<file path="src/rtl/imm_extend_pipe.sv">
`default_nettype none
// ============================================================================
// Module   : imm_extend_pipe
// Purpose  : Decodes and sign/zero-extends a RISC-V immediate, then queues
//            the result in a 2-entry FIFO with a valid/ready handshake on
//            both sides.
// Ports    : clk, rst_n              - clock, async active-low reset
//            in_valid / in_ready     - request handshake (instr, immsrc)
//            instr[24:0]             - instruction bits [31:7]
//            immsrc[2:0]             - 000 I, 001 S, 010 B, 011 J, 100 U,
//                                      101 zimm, 110/111 illegal
//            out_valid / out_ready   - result handshake (immext, illegal)
//            immext[XLEN-1:0]        - extended immediate at FIFO head
//            illegal                 - head entry came from an illegal immsrc
//            err_seen                - sticky: an illegal request was accepted
// Revision : 1.0 - initial release
// ============================================================================
module imm_extend_pipe #(
  parameter int XLEN    = 32,
  parameter int ZIMM_EN = 1
) (
  input  logic            clk,
  input  logic            rst_n,
  input  logic            in_valid,
  output logic            in_ready,
  input  logic [24:0]     instr,
  input  logic [2:0]      immsrc,
  output logic            out_valid,
  input  logic            out_ready,
  output logic [XLEN-1:0] immext,
  output logic            illegal,
  output logic            err_seen
);

  // Immediate format encodings
  localparam logic [2:0] c_SRC_I = 3'b000;
  localparam logic [2:0] c_SRC_S = 3'b001;
  localparam logic [2:0] c_SRC_B = 3'b010;
  localparam logic [2:0] c_SRC_J = 3'b011;
  localparam logic [2:0] c_SRC_U = 3'b100;
  localparam logic [2:0] c_SRC_Z = 3'b101;

  // Occupancy states; the state register doubles as the entry count
  localparam logic [1:0] c_EMPTY = 2'd0;
  localparam logic [1:0] c_ONE   = 2'd1;
  localparam logic [1:0] c_FULL  = 2'd2;

  logic [31:0]     w_imm32;
  logic            w_ill;
  logic [XLEN-1:0] w_imm_ext;
  logic            w_accept;
  logic            w_consume;

  logic [1:0]      r_count;
  logic            r_wptr;
  logic            r_rptr;
  logic [XLEN-1:0] r_mem_imm [2];
  logic [1:0]      r_mem_ill;
  logic            r_err_seen;

  // --------------------------------------------------------------------------
  // Immediate decode. instr holds full-instruction bits [31:7], so a full
  // bit k lives at instr[k-7]. Every format is built as a 32-bit value whose
  // bit 31 is the correct fill bit: zimm and illegal have bit 31 clear, so a
  // single sign extension to XLEN serves all formats.
  // --------------------------------------------------------------------------
  always_comb begin
    w_imm32 = 32'd0;
    w_ill   = 1'b0;
    case (immsrc)
      c_SRC_I: w_imm32 = {{20{instr[24]}}, instr[24:13]};
      c_SRC_S: w_imm32 = {{20{instr[24]}}, instr[24:18], instr[4:0]};
      c_SRC_B: w_imm32 = {{19{instr[24]}}, instr[24], instr[0],
                          instr[23:18], instr[4:1], 1'b0};
      c_SRC_J: w_imm32 = {{11{instr[24]}}, instr[24], instr[12:5],
                          instr[13], instr[23:14], 1'b0};
      c_SRC_U: w_imm32 = {instr[24:5], 12'd0};
      c_SRC_Z: begin
        if (ZIMM_EN != 0) begin
          w_imm32 = {27'd0, instr[12:8]};
        end else begin
          w_ill = 1'b1;
        end
      end
      default: w_ill = 1'b1;
    endcase
  end

  generate
    if (XLEN > 32) begin : g_xlen_wide
      assign w_imm_ext = {{(XLEN-32){w_imm32[31]}}, w_imm32};
    end else begin : g_xlen_32
      assign w_imm_ext = w_imm32;
    end
  endgenerate

  // --------------------------------------------------------------------------
  // Handshake. in_ready comes from the registered count only, so it never
  // depends combinationally on out_ready.
  // --------------------------------------------------------------------------
  assign in_ready  = (r_count != c_FULL);
  assign out_valid = (r_count != c_EMPTY);
  assign w_accept  = in_valid & in_ready;
  assign w_consume = out_valid & out_ready;

  // --------------------------------------------------------------------------
  // FIFO storage, pointers and occupancy. With one entry stored, a write and
  // a read in the same edge move the read pointer onto the slot just
  // written, so the new result becomes the head without a bubble.
  // --------------------------------------------------------------------------
  always_ff @(posedge clk or negedge rst_n) begin
    if (!rst_n) begin
      r_count      <= c_EMPTY;
      r_wptr       <= 1'b0;
      r_rptr       <= 1'b0;
      r_mem_imm[0] <= '0;
      r_mem_imm[1] <= '0;
      r_mem_ill    <= 2'b00;
      r_err_seen   <= 1'b0;
    end else begin
      if (w_accept) begin
        r_mem_imm[r_wptr] <= w_imm_ext;
        r_mem_ill[r_wptr] <= w_ill;
        r_wptr            <= ~r_wptr;
        if (w_ill) begin
          r_err_seen <= 1'b1;
        end
      end
      if (w_consume) begin
        r_rptr <= ~r_rptr;
      end
      case (r_count)
        c_EMPTY: if (w_accept) r_count <= c_ONE;
        c_ONE: begin
          if (w_accept && !w_consume) begin
            r_count <= c_FULL;
          end else if (!w_accept && w_consume) begin
            r_count <= c_EMPTY;
          end
        end
        c_FULL:  if (w_consume) r_count <= c_ONE;
        default: r_count <= c_EMPTY;
      endcase
    end
  end

  assign immext   = r_mem_imm[r_rptr];
  assign illegal  = r_mem_ill[r_rptr];
  assign err_seen = r_err_seen;

endmodule
`default_nettype wire

</file>
<file path="config.mk">
export PLATFORM = sky130hd
export DESIGN_NAME = imm_extend_pipe
export DESIGN_NICKNAME = d
export VERILOG_FILES = /design/src/rtl/imm_extend_pipe.sv
export SDC_FILE = /design/constraint.sdc
export NUM_CORES = 1
export LEC_CHECK = 0
export BUFFER_PORTS_ARGS = -buffer_cell sky130_fd_sc_hd__buf_2
export CORE_UTILIZATION = 60
export CTS_BUF_LIST = sky130_fd_sc_hd__clkbuf_8
export CTS_CLUSTER_SIZE = 12
export DETAILED_ROUTE_END_ITERATION = 6
export HOLD_SLACK_MARGIN = 0.1
export PLACE_DENSITY = 0.86
export SLEW_MARGIN = 20
export SYNTH_ARGS = -nofsm -noshare
export SYNTH_HDL_FRONTEND = slang
export SYNTH_SLANG_ARGS = --single-unit
</file>
<file path="constraint.sdc">
create_clock -name clk -period 2.9 [get_ports clk]
set_input_delay 0 -clock clk [delete_from_list [all_inputs] [get_ports clk]]
set_output_delay 0 -clock clk [all_outputs]
set_load 0.005 [all_outputs]
</file>
==> impl_results.md <==
* Status: finished, final reports clean
* R2R depth at 4
* Clock sinks at between 70 and 80
* Slew margin rel. at a little over two fifths
* Internal power at roughly 2700 uW
* Reg2reg end: r_mem_imm[33]
* Worst Setup Path Type: register to register
* Core area at 5510 um^2
* Final slew viol count at 0
* Critical Path End: r_mem_imm[33]
* Resized cells post-CTS at 0
* CTS Buf Count at 9
* Worst reg2reg setup slack at a little under 1 ns
* Vias in the first global route at 2786
* Initial Util at 62.5%
* Crit-path max FO at 38
* DRC Markers at 0
* Htree depth at 3
* Final Hold Fails at 0
* P&R area growth vs syn at 21.0%
* Worst hold margin at between 0.1 and 0.15 ns
* CP Data Required Time at approximately 3.2 ns
* Share of cells above drive strength 1 at 31.1%
* RR Startpoint: r_count[0]
* Hold/Removal Path Class: input port to register
* Switching share of power at around a third
* Max VDD drop at approximately 500 uV
* CP Capture Type: register
* TritonCTS clock tree: done
* Mapped Avg Cell Area at slightly above 10 um^2
* Clock network power share at between 15 and 20%
* MaxCap Viol Count at 0
* Clk_lat worst skew at 0.35 ns
* Initial antenna violation count at 0
* DR pass1 iterations at 4
* Minimum clock period at about 1.9 ns
* Fin area at around 4200 um^2
* Crit share post-route at between 60% and 70%
* Largest net degree at the start of global routing at 40
* Inst Count DP at 458
* Final setup viols at 0
* CP startpoint: r_count[0]
* Root buffer cell: clkbuf_8
* Site Rows at 27
* Clock Skews at 0.00846 ns
* DP Wirelength at roughly 5400 um
* Setup tns final at 0 ns
* Net Switching at between 1000 and 1500 uW
* Worst Path Arrival at roughly 2.2 ns
* Routability cong. at 0.866
* Final ANT Viol Nets at 0
* Worst setup SP type: register
* Area after DPL at about 3800 um^2
* CTS max path bufs at 2
* Fin cells at 490
* Synth Register Bits at 71
* Fin nets at about 450
* Ys Warns at 0
* Post-Synthesis Cells at ~340
* Comb power frac at approximately two fifths
* Vias at between 2k and 3k
* Syn_nets at between 300 and 400
* Synth cell types at 33
* P_leak at 0.00201 uW
* Unrepaired setup endpoints after global routing: false
* Gr ovfl total at 0
* Slew @ Worst Pin at 0.872 ns
* Die width at approximately 78 um
* PortBufs at 67
* Power, Total at about 4000 uW
* Drt total wl at ~8100 um
* Die ar. at slightly above 6000 um^2
* Seq/Total Area, Yosys at between 50% and 60%
* Global-route wire length before repair at between 10000 and 15000 um
* DR WL/cell at 16.6 um
* Antenna Cells at 0
* Die height at 77.7 um
* Netlist Area Pre-Place at 3440 um^2
* Tot GR Track Use at 28.8%
* I/O Pins at 68
* Via density at 5.77
* Worst-path clk slew at 0.07 ns
* Sequential share of power at around two fifths
* Fmax at around 520 MHz
* Power Dens Cells at roughly 1000 nW/um^2
* Initial DRC Count at ~160
kinds of logic after synthesis:
kind of cell	count (synthesis)	share of synthesized area (%)
flops	71	51.6
simple gates	83	11.3
fa+ha+maj	1	0.364
compound gates	111	18.8
buf+inv	30	3.93
xor+xnor	2	0.727
mux	41	13.2
layer usage:
metal | vias to the layer above | wire length (um) | track usage [%]
met5 | - | 0 | 0
met4 | 0 | 99 | 9.25
met3 | 13 | 519 | 6.82
met2 | 104 | 4120 | 49.6
met1 | 1369 | 3380 | 35.7
li1 | 1339 | - | -
cell usage in the layout, fill, tap and decap left out, types with 2 or more instances in the layout:
master	instances
mux2i_1	5
a21oi_1	28
nand2b_1	8
nor2b_1	4
clkbuf_8	12
o21ai_0	38
clkinv_2	2
o22a_1	7
o21ai_1	18
inv_1	4
dlygate4sd3_1	16
nand3_1	4
mux2_2	35
dfrtp_1	71
buf_4	7
o22ai_1	2
o21bai_1	2
a211oi_1	2
nand2_1	59
a22o_1	13
buf_2	67
sequential cells by signal (all words and copies together) (netlist names):
name	cells
r_count	2
r_mem_imm	64
r_wptr	1
err_seen	1
r_mem_ill	2
r_rptr	1
what timing repair did:
action,CTS,global route
hold endpoints to repair,80,0
buffers inserted,0,0
hold buffers,16,0
power groups by stage:
stage | combinational [uW] | sequential, uW | clock [uW]
5_1_grt | 1750 | 1730 | 866
6_report | 1590 | 1690 | 815
2_1_floorplan | 1060 | 1610 | 0
3_3_place_gp | 1510 | 1660 | 0
3_5_place_dp | 1570 | 1690 | 0
4_1_cts | 1600 | 1680 | 828
cells in the mapped netlist:
cell type | count | area, um^2
nand3_2 | 1 | 10.0
a21oi_1 | 28 | 140
a22o_1 | 13 | 114
or2_2 | 1 | 6.26
nand2_1 | 59 | 221
nand3_1 | 4 | 20.0
nand3b_4 | 1 | 20.0
nand2b_1 | 8 | 50.1
buf_1 | 1 | 3.75
buf_2 | 9 | 45.0
xor2_2 | 1 | 16.3
a21oi_2 | 1 | 8.76
o21ai_0 | 38 | 190
nor2b_1 | 4 | 25.0
nand3b_1 | 1 | 7.51
nor2_1 | 1 | 3.75
a211oi_1 | 2 | 15.0
xnor2_1 | 1 | 8.76
o21bai_1 | 2 | 15.0
buf_4 | 3 | 22.5
o21ai_1 | 18 | 90.1
nand4_1 | 1 | 6.26
mux2i_1 | 5 | 50.1
dfrtp_1 | 71 | 1780
inv_1 | 3 | 11.3
mux2_2 | 35 | 394
nor3b_2 | 1 | 12.5
o22a_1 | 7 | 61.3
mux2_1 | 1 | 11.3
ha_1 | 1 | 12.5
and2_1 | 1 | 6.26
clkbuf_1 | 14 | 52.6
o22ai_1 | 2 | 12.5
stage by stage:
| step | worst slack, ns | util, % |
|---|---|---|
| after floorplan | 1.47 | - |
| after global placement | 1.09 | 68.9 |
| after detailed placement | 1.01 | 68.9 |
| after CTS | 1.00 | 75.6 |
| after global routing | 0.787 | 75.6 |
| final | 0.982 | 75.6 |
final cells by class:
cell class                      count  area [um^2]
Clock buffer                       12          165
Clock inverter                      4         43.8
Fill cell                         370         1340
Inverter                            3         11.3
Multi-Input combinational cell    238         1530
Sequential cell                    71         1780
Tap cell                           72         90.1
Timing Repair Buffer               90          548
worst max-delay path: stages, from the launching register on:
cell and delay, ns:
dfrtp_1 0.40, nand2b_1 0.31, nand3b_4 0.40, a21oi_1 0.53, a22o_1 0.21
worst min-delay path by stage:
stage	start	end	slack, ns	depth (start not counted)
global route	instr[10]	r_mem_imm[2]	0.17	4
CTS	instr[3]	r_mem_imm[3]	0.12	4
global placement	rst_n	r_mem_imm[39]	0.15	1
detailed placement	rst_n	r_mem_imm[39]	0.16	1
floorplan	rst_n	err_seen	-0.30	0
finish	instr[6]	r_mem_imm[13]	0.14	4
(Power assumes the default switching activity.)
